--- src/rtl/cpu_dbg_pkg.sv ---
// ============================================================================
// Module      : cpu_dbg_pkg
// Description : Shared types and constants for the CPU debug execution control.
// Revision    : 1.0 - initial release
// ============================================================================
`timescale 1ns/1ps
`default_nettype none

package cpu_dbg_pkg;

    typedef enum logic [1:0] {
        RST_HOLD_S = 2'd0,
        PAUSED     = 2'd1,
        RUN        = 2'd2
    } state_t;

    localparam int c_speed_w = 2;
    typedef logic [c_speed_w-1:0] speed_t;

    localparam speed_t c_speed_fast = 2'd0;
    localparam speed_t c_speed_slow = 2'd3;

    // Also consumed by the seven-segment display mux.
    localparam int c_cyc_w = 16;

    function automatic speed_t speed_advance(input speed_t s);
        return (s == c_speed_slow) ? c_speed_fast : speed_t'(s + 1'b1);
    endfunction

endpackage

`default_nettype wire

--- src/rtl/cpu_tick_gen.sv ---
// ============================================================================
// Module      : cpu_tick_gen
// Description : Run-mode period counter; one-cycle tick every DIV_BASE<<(2*speed) cycles.
// Revision    : 1.0 - initial release
// ============================================================================
`timescale 1ns/1ps
`default_nettype none

module cpu_tick_gen
    import cpu_dbg_pkg::*;
#(
    parameter int CNT_W    = 27,
    parameter int DIV_BASE = 1_562_500
) (
    input  logic   clk,
    input  logic   rst,
    input  logic   clear,
    input  logic   enable,
    input  speed_t speed_sel,
    output logic   tick
);

    generate
        if ((DIV_BASE < 1) || ((longint'(DIV_BASE) << 6) > (longint'(1) << CNT_W))) begin : g_width_err
            $error("cpu_tick_gen: DIV_BASE<<6 must be between 1 and 2**CNT_W");
        end
    endgenerate

    localparam logic [CNT_W-1:0] c_last_0 = CNT_W'((longint'(DIV_BASE) << 0) - 1);
    localparam logic [CNT_W-1:0] c_last_1 = CNT_W'((longint'(DIV_BASE) << 2) - 1);
    localparam logic [CNT_W-1:0] c_last_2 = CNT_W'((longint'(DIV_BASE) << 4) - 1);
    localparam logic [CNT_W-1:0] c_last_3 = CNT_W'((longint'(DIV_BASE) << 6) - 1);

    logic [CNT_W-1:0] r_cnt;
    logic [CNT_W-1:0] w_last;
    logic             w_at_last;

    always_comb begin
        w_last = c_last_3;
        case (speed_sel)
            2'd0:    w_last = c_last_0;
            2'd1:    w_last = c_last_1;
            2'd2:    w_last = c_last_2;
            default: w_last = c_last_3;
        endcase
    end

    assign w_at_last = (r_cnt == w_last);

    // A clear in the same cycle as the terminal count swallows that tick.
    assign tick = enable && !clear && w_at_last;

    always_ff @(posedge clk or negedge rst) begin
        if (!rst) begin
            r_cnt <= '0;
        end else if (clear) begin
            r_cnt <= '0;
        end else if (enable) begin
            r_cnt <= w_at_last ? '0 : r_cnt + 1'b1;
        end
    end

endmodule

`default_nettype wire

--- src/rtl/cpu_step_ctrl.sv ---
// ============================================================================
// Module      : cpu_step_ctrl
// Description : Debug controller: single-step, free-run, pause and reset of the CPU.
// Revision    : 1.0 - initial release
// ============================================================================
`timescale 1ns/1ps
`default_nettype none

module cpu_step_ctrl
    import cpu_dbg_pkg::*;
#(
    parameter int CNT_W    = 27,
    parameter int DIV_BASE = 1_562_500,
    parameter int RST_HOLD = 16
) (
    input  logic               clk,
    input  logic               rst,
    input  logic               step_p,
    input  logic               run_p,
    input  logic               speed_p,
    input  logic               creset_p,
    input  logic               halt,
    output logic               cpu_en,
    output logic               cpu_rst_n,
    output logic               running,
    output logic [1:0]         speed_sel,
    output logic [c_cyc_w-1:0] cycle_cnt
);

    generate
        if (RST_HOLD < 1) begin : g_hold_err
            $error("cpu_step_ctrl: RST_HOLD must be at least 1");
        end
    endgenerate

    localparam int                c_hold_w    = (RST_HOLD > 1) ? $clog2(RST_HOLD) : 1;
    localparam logic [c_hold_w-1:0] c_hold_last = c_hold_w'(RST_HOLD - 1);

    state_t               r_state;
    state_t               w_state_nxt;
    logic [c_hold_w-1:0]  r_hold;
    logic [c_hold_w-1:0]  w_hold_nxt;
    logic                 r_cpu_en;
    logic                 w_en_nxt;
    logic                 r_cpu_rst_n;
    logic                 r_running;
    speed_t               r_speed;
    speed_t               w_speed_nxt;
    logic [c_cyc_w-1:0]   r_cycle_cnt;
    logic                 w_tick;
    logic                 w_tick_clear;
    logic                 w_tick_en;

    assign w_tick_en = (r_state == RUN);

    cpu_tick_gen #(
        .CNT_W    (CNT_W),
        .DIV_BASE (DIV_BASE)
    ) u_tick_gen (
        .clk       (clk),
        .rst       (rst),
        .clear     (w_tick_clear),
        .enable    (w_tick_en),
        .speed_sel (r_speed),
        .tick      (w_tick)
    );

    always_comb begin
        w_state_nxt  = r_state;
        w_hold_nxt   = r_hold;
        w_en_nxt     = 1'b0;
        w_tick_clear = 1'b0;
        w_speed_nxt  = r_speed;

        if (creset_p) begin
            w_state_nxt = RST_HOLD_S;
            w_hold_nxt  = '0;
        end else begin
            if (speed_p && (r_state != RST_HOLD_S)) begin
                w_speed_nxt = speed_advance(r_speed);
                if (r_state == RUN) begin
                    w_tick_clear = 1'b1;
                end
            end

            case (r_state)
                RST_HOLD_S: begin
                    if (r_hold == c_hold_last) begin
                        w_state_nxt = PAUSED;
                        w_hold_nxt  = '0;
                    end else begin
                        w_hold_nxt = r_hold + 1'b1;
                    end
                end
                PAUSED: begin
                    // run_p outranks step_p; a halted CPU accepts neither.
                    if (!halt) begin
                        if (run_p) begin
                            w_state_nxt  = RUN;
                            w_tick_clear = 1'b1;
                        end else if (step_p) begin
                            w_en_nxt = 1'b1;
                        end
                    end
                end
                RUN: begin
                    if (run_p || halt) begin
                        w_state_nxt = PAUSED;
                    end else begin
                        w_en_nxt = w_tick;
                    end
                end
                default: begin
                    w_state_nxt = RST_HOLD_S;
                    w_hold_nxt  = '0;
                end
            endcase
        end
    end

    always_ff @(posedge clk or negedge rst) begin
        if (!rst) begin
            r_state     <= RST_HOLD_S;
            r_hold      <= '0;
            r_cpu_en    <= 1'b0;
            r_cpu_rst_n <= 1'b0;
            r_running   <= 1'b0;
            r_speed     <= c_speed_fast;
        end else begin
            r_state     <= w_state_nxt;
            r_hold      <= w_hold_nxt;
            r_cpu_en    <= w_en_nxt;
            r_cpu_rst_n <= (w_state_nxt != RST_HOLD_S);
            r_running   <= (w_state_nxt == RUN);
            r_speed     <= w_speed_nxt;
        end
    end

    // Counts the enable pulse once its cycle has completed.
    always_ff @(posedge clk or negedge rst) begin
        if (!rst) begin
            r_cycle_cnt <= '0;
        end else if (creset_p) begin
            r_cycle_cnt <= '0;
        end else if (r_cpu_en) begin
            r_cycle_cnt <= r_cycle_cnt + 1'b1;
        end
    end

    assign cpu_en    = r_cpu_en;
    assign cpu_rst_n = r_cpu_rst_n;
    assign running   = r_running;
    assign speed_sel = r_speed;
    assign cycle_cnt = r_cycle_cnt;

endmodule

`default_nettype wire

--- config.mk ---
export PLATFORM = sky130hd
export DESIGN_NAME = cpu_step_ctrl
export DESIGN_NICKNAME = d
export VERILOG_FILES = /design/src/rtl/cpu_dbg_pkg.sv /design/src/rtl/cpu_tick_gen.sv /design/src/rtl/cpu_step_ctrl.sv
export SDC_FILE = /design/constraint.sdc
export NUM_CORES = 1
export LEC_CHECK = 0
export ABC_AREA = 1
export CAP_MARGIN = 20
export CELL_PAD_IN_SITES_DETAIL_PLACEMENT = 0
export CELL_PAD_IN_SITES_GLOBAL_PLACEMENT = 1
export CORE_MARGIN = 4
export CORE_UTILIZATION = 46
export DETAILED_ROUTE_END_ITERATION = 8
export DONT_BUFFER_PORTS = 1
export PLACE_DENSITY_LB_ADDON = 0.1
export SLEW_MARGIN = 20
export SYNTH_ARGS = -nofsm -noshare
export SYNTH_HDL_FRONTEND = slang
export SYNTH_HIERARCHICAL = 1
export SYNTH_SLANG_ARGS = --single-unit
export TNS_END_PERCENT = 30
--- constraint.sdc ---
create_clock -name clk -period 2.3 [get_ports clk]
set_input_delay 0.46 -clock clk [delete_from_list [all_inputs] [get_ports clk]]
set_output_delay 0.46 -clock clk [all_outputs]
set_load 0.01 [all_outputs]
# Word level (Yosys, flattened, before mapping)
# Index checks and enable logic that the tools add are counted.
[classes]
mux = 28
reduce_logical = 13
n_eq_ne = 9
bitwise = 1
add_sub_neg = 4
[ops]
columns = ["cell", "count"]
rows = [
  ["$mux 27", 3],
  ["$pmux 27 s3", 1],
  ["$mux 16", 2],
  ["$add 27x1->27 const B", 1],
  ["$eq 27x27->1", 1],
  ["$add 16x1->16 const B", 1],
  ["$mux 2", 6],
  ["$mux 1", 11],
  ["$eq 2x2->1 const B", 4],
  ["$mux 4", 2],
  ["$pmux 4 s2", 1],
  ["$reduce_bool 2->1", 4],
  ["$pmux 2 s3", 1],
  ["$add 4x1->4 const B", 1],
  ["$eq 2x1->1 const B", 2],
  ["$eq 4x4->1 const B", 1],
  ["$logic_not 2->1", 2],
  ["$logic_and 1x1->1", 3],
  ["$add 2x1->2 const B", 1],
  ["$ne 2x1->1 const B", 1],
  ["$pmux 1 s2", 1],
  ["$reduce_and 2->1", 1],
  ["$reduce_or 2->1", 1],
  ["$logic_not 1->1", 1],
  ["other kinds (2)", 2],
]
[totals]
input_bits = 7
ff_bits = 54
word_cells = 63

# Logic depth before layout (Yosys ltp)
[depth]
word_depth = 13
depth_mapped = 14
ltp_nobuf = 13

# Modules after synthesis
# Netlist, hierarchy kept.
[modules_own_cells]
columns = ["module", "cells_per_inst", "instances", "area_each_um2"]
rows = [
  ["cpu_tick_gen", 383, 1, 2399.8],
  ["cpu_step_ctrl", 188, 1, 1519.0],
]

# Least setup slack after synthesis
# OpenSTA, ideal clock, no wires.
[synth_timing]
path_kind = "register to register"
startpoint = "reg r_speed[0], in the netlist speed_sel[0]"
endpoint = "reg r_cpu_en, in the netlist cpu_en"
stages_incl_launch_ff = 11
arrival_time_ps = 1861
slack_ps = 362
path_buffers = 0
setup_time_ps = 77
path_cell_list = "dfrtp_1 inv_1 ha_1 or2_2 o21ai_0 nand4_1 nor2_1 nand2_1 nor2_1 nand2_1 a21oi_1"
[synth_via]
elab_chain_cells = 7
word_cells_on_any_way = 9
classes_between = "3 x eq/ne; 4 x mux; 2 x reduce/logical"
[synth_rtl]
columns = ["item", "line_no", "text"]
rows = [
  ["start, declared", "cpu_step_ctrl.sv:47", "speed_t r_speed;"],
  ["start signal, assigned", "cpu_step_ctrl.sv:128", "r_speed <= c_speed_fast;"],
  ["start signal, assigned", "cpu_step_ctrl.sv:135", "r_speed <= w_speed_nxt;"],
  ["$eq 2x2->1 (tied with other cells)", "cpu_tick_gen.sv:40", "case (speed_sel)"],
  ["$pmux 27 s3 (*)", "cpu_tick_gen.sv:40", ""],
  ["$eq 27x27->1 (*)", "cpu_tick_gen.sv:48", "assign w_at_last = (r_cnt == w_last);"],
  ["$logic_and 1x1->1 (*)", "cpu_tick_gen.sv:51", "assign tick = enable && !clear && w_at_last;"],
  ["via w_tick", "cpu_step_ctrl.sv:50", "logic w_tick;"],
  ["$mux 1 (*)", "cpu_step_ctrl.sv:107", "if (run_p || halt) begin"],
  ["$pmux 1 s2 (*)", "cpu_step_ctrl.sv:86", "case (r_state)"],
  ["$mux 1 (*)", "cpu_step_ctrl.sv:75", "if (creset_p) begin"],
  ["via w_en_nxt", "cpu_step_ctrl.sv:44", "logic w_en_nxt;"],
  ["end signal, assigned", "cpu_step_ctrl.sv:132", "r_cpu_en <= w_en_nxt;"],
  ["end, declared", "cpu_step_ctrl.sv:43", "logic r_cpu_en;"],
]
# Mark *: on every way through the listed nets, which the timed path passes. The rest lies on a longest branch.
# A chain may end at the register's enable or synchronous reset.

# Worst setup path after layout
# Same ends and word-level chain as after synthesis.

==> results.yml <==
run_status:
  status: "finished with violations"
  violations: "negative hold slack"
route:
  first_pass_iters: 5
  post_drt_wl_per_cell_um: 13.9
  drt-total-wl_mm: 9.46
  drcViolationCount: 0
  first_iter_violations: 267
  vias: 3462
  final_antenna_net_count: 0
  vias_per_cell: 5.10
sta:
  fin_ws_ns: 0.193
  tightest_slew_ns: 0.450
  finalSetupViolCount: 0
  final.period_utilization: 0.916
  tns_ns: 0
  skew_ns: 0.00410
  holdWs_ns: -0.0118
  drv_slew: 0
  finalCriticalPeriod_ns: 2.11
  rsz0062_at_grt: "false"
  finalHoldViolCount: 10
  slew_headroom: 0.698
  max_freq_mhz: 475
cts:
  postCtsSetupRepairBufs: 0
  cts-root-buf: "clkbuf_8"
  ctsHtreeMaxLevel: 2
  clockBufferDepth: 2
  insertion_delay_ns: 0.31
  path_clk_slew_ns: 0.10
  numCtsBuffers: 5
  cts_tree: "done"
  clock-sinks: 54
floorplan:
  dieArea_sq_um: 10100
  start_util: 0.475
  core_sq_um: 8260
  fp-row-count: 33
  num_io_pins: 28
  fp.dieH_um: 100
  die_x_um: 100
grt:
  antenna_found_initial: 0
  grt_max_degree: 55
  grt_pass1_wl_mm: 16.5
  grt_remaining_overflow: 0
  gr-usage-all-layers: 0.203
  grt_pass1_vias: 3242
finish:
  post-route-util: 0.503
  nets: 595
  drive_gt1_frac: 0.127
  antenna_cells: 0
  area_delta_synth_final_pct: 6.10
  fin_area_sq_um: 4160
  fill_cells: 849
placed_design:
  gp_congestion: 0.896
  dp_slack_ns: 0.205
  dp.final_hpwl_mm: 7.04
  place_area_sq_um: 4040
  portBuffers: 0
yosys:
  synthCells: 571
  ys_seq_elements: 54
  netlist_area_sq_um: 3920
  avgSynthCellArea_sq_um: 6.86
  seq_area_frac_synth: 0.345
  synthDistinctLibCells: 34
  yosys_warnings: 6
  synth_fp_nets: 592
pwr:
  ir_drop_mv: 0.216
  leakage_nw: 2.01
  power.density_cell_area_nw_per_um2: 406
critical_path:
  worst-setup-path-type: "reg2reg"
  endpoint_kind: "register"
  cp_max_fo: 7
  start_kind: "register"
  worstPathArrival_ns: 2.35
  cp.required_ns: 2.54
min_path:
  hold_path_class: "in2async"
flow_run:
  cap_violations: 0
[stage by stage]
stage | total power, W | std cells
after CTS | 0.00171 | 679
after detailed placement | 0.00115 | 671
after global placement | 0.00115 | 671
after floorplan | 0.00111 | 571
final | 0.00169 | 679
after global routing | 0.00178 | 679
[path summary, 6_finish.rpt]
path / from / to / slack, ns / cells past startpoint
max: speed_sel[0] / cpu_en / 0.19 / 11
min reg2reg: u_tick_gen/r_cnt[1] / u_tick_gen/r_cnt[1] / 0.53 / 2
max in group asynchronous: rst / u_tick_gen/r_cnt[24] / 2.06 / 1
max reg2reg: speed_sel[0] / cpu_en / 0.19 / 11
min in group clk: creset_p / cycle_cnt[0] / 0.20 / 1
min: rst / cycle_cnt[13] / -0.01 / 1
[sequential cells by signal, indices dropped and copies added, names as in the netlist]
| register | cells |
|---|---|
| cpu_en | 1 |
| u_tick_gen/r_cnt | 27 |
| running | 1 |
| r_hold | 4 |
| speed_sel | 2 |
| cpu_rst_n | 1 |
| cycle_cnt | 16 |
| r_state | 2 |
[placed cells by master, fill, tap and decap left out, drive strengths merged, types with 7 or more instances in the layout]
cell type / count
o21ai: 21
buf: 7
nand3: 60
xor2: 10
dfrtp: 54
nand4: 10
inv: 72
nand2: 193
nor3: 10
nor2: 82
ha: 14
a21oi: 17
[synth_stat cells (all sizes together)]
master,count,area [sq um]
nand3,60,365
dfrtp,54,1350
or2,1,6.26
nor3b,2,20.0
buf,9,57.6
o21ai,21,109
clkinv,2,7.51
a32o,2,20.0
nor3,10,50.1
a21o,1,7.51
o22ai,1,6.26
ha,14,175
mux2,1,11.3
xnor2,4,35.0
o21bai,1,7.51
clkbuf,2,7.51
nand4,10,62.6
xor2,10,87.6
a21oi,17,88.8
nor2,82,398
inv,72,270
a31oi,2,12.5
nand2,193,762
[layout make-up]
cell class | instances | area [sq um] | share of cell area
Clock buffer | 5 | 68.8 | 0.0166
Inverter | 74 | 278 | 0.0668
Timing Repair Buffer | 7 | 72.6 | 0.0175
Sequential cell | 54 | 1350 | 0.325
Clock inverter | 2 | 15.0 | 0.00361
Tap cell | 105 | 131 | 0.0316
Multi-Input combinational cell | 432 | 2240 | 0.539
[routing by layer]
layer | vias to the layer above | GRT usage | wire [um]
met4 | 0 | 0.0446 | 100
met3 | 7 | 0.0299 | 400
met2 | 70 | 0.313 | 4220
met5 | - | 0 | 0
li1 | 1806 | - | -
met1 | 1579 | 0.301 | 4730
[logic make-up (layout without fill, tap and decap cells)]
family          after synthesis  count (layout)  share of synthesized area
buf+inv                      85              88                     0.0875
compound gates               45              45                     0.0642
xor+xnor                     14              14                     0.0313
flops                        54              54                      0.345
simple gates                358             358                      0.425
mux                           1               1                    0.00287
fa+ha+maj                    14              14                     0.0447
[critical path, cell delays in order (launching register included)]
cell,delay (ns)
dfrtp_1,0.39
buf_4,0.17
ha_1,0.30
nor2_2,0.24
nand2_1,0.07
o21ai_1,0.13
nand4_1,0.10
nor2_1,0.11
nand2_1,0.14
nor2_1,0.16
nand2_1,0.07
a21oi_1,0.14
[what timing repair did]
item	4_1_cts	5_1_grt
hold buffers	1	0
gates resized for setup	0	2
endpoints found under the setup margin	0	8
hold endpoints to repair	54	0
[power breakdown]
part           total [W]  switching (W)  internal, W
clock           0.000539       0.000330     0.000209
combinational   0.000178       0.000117    0.0000613
sequential      0.000973      0.0000108     0.000962
total            0.00169       0.000457      0.00123
Note: power is estimated with default switching activity, not from simulation.
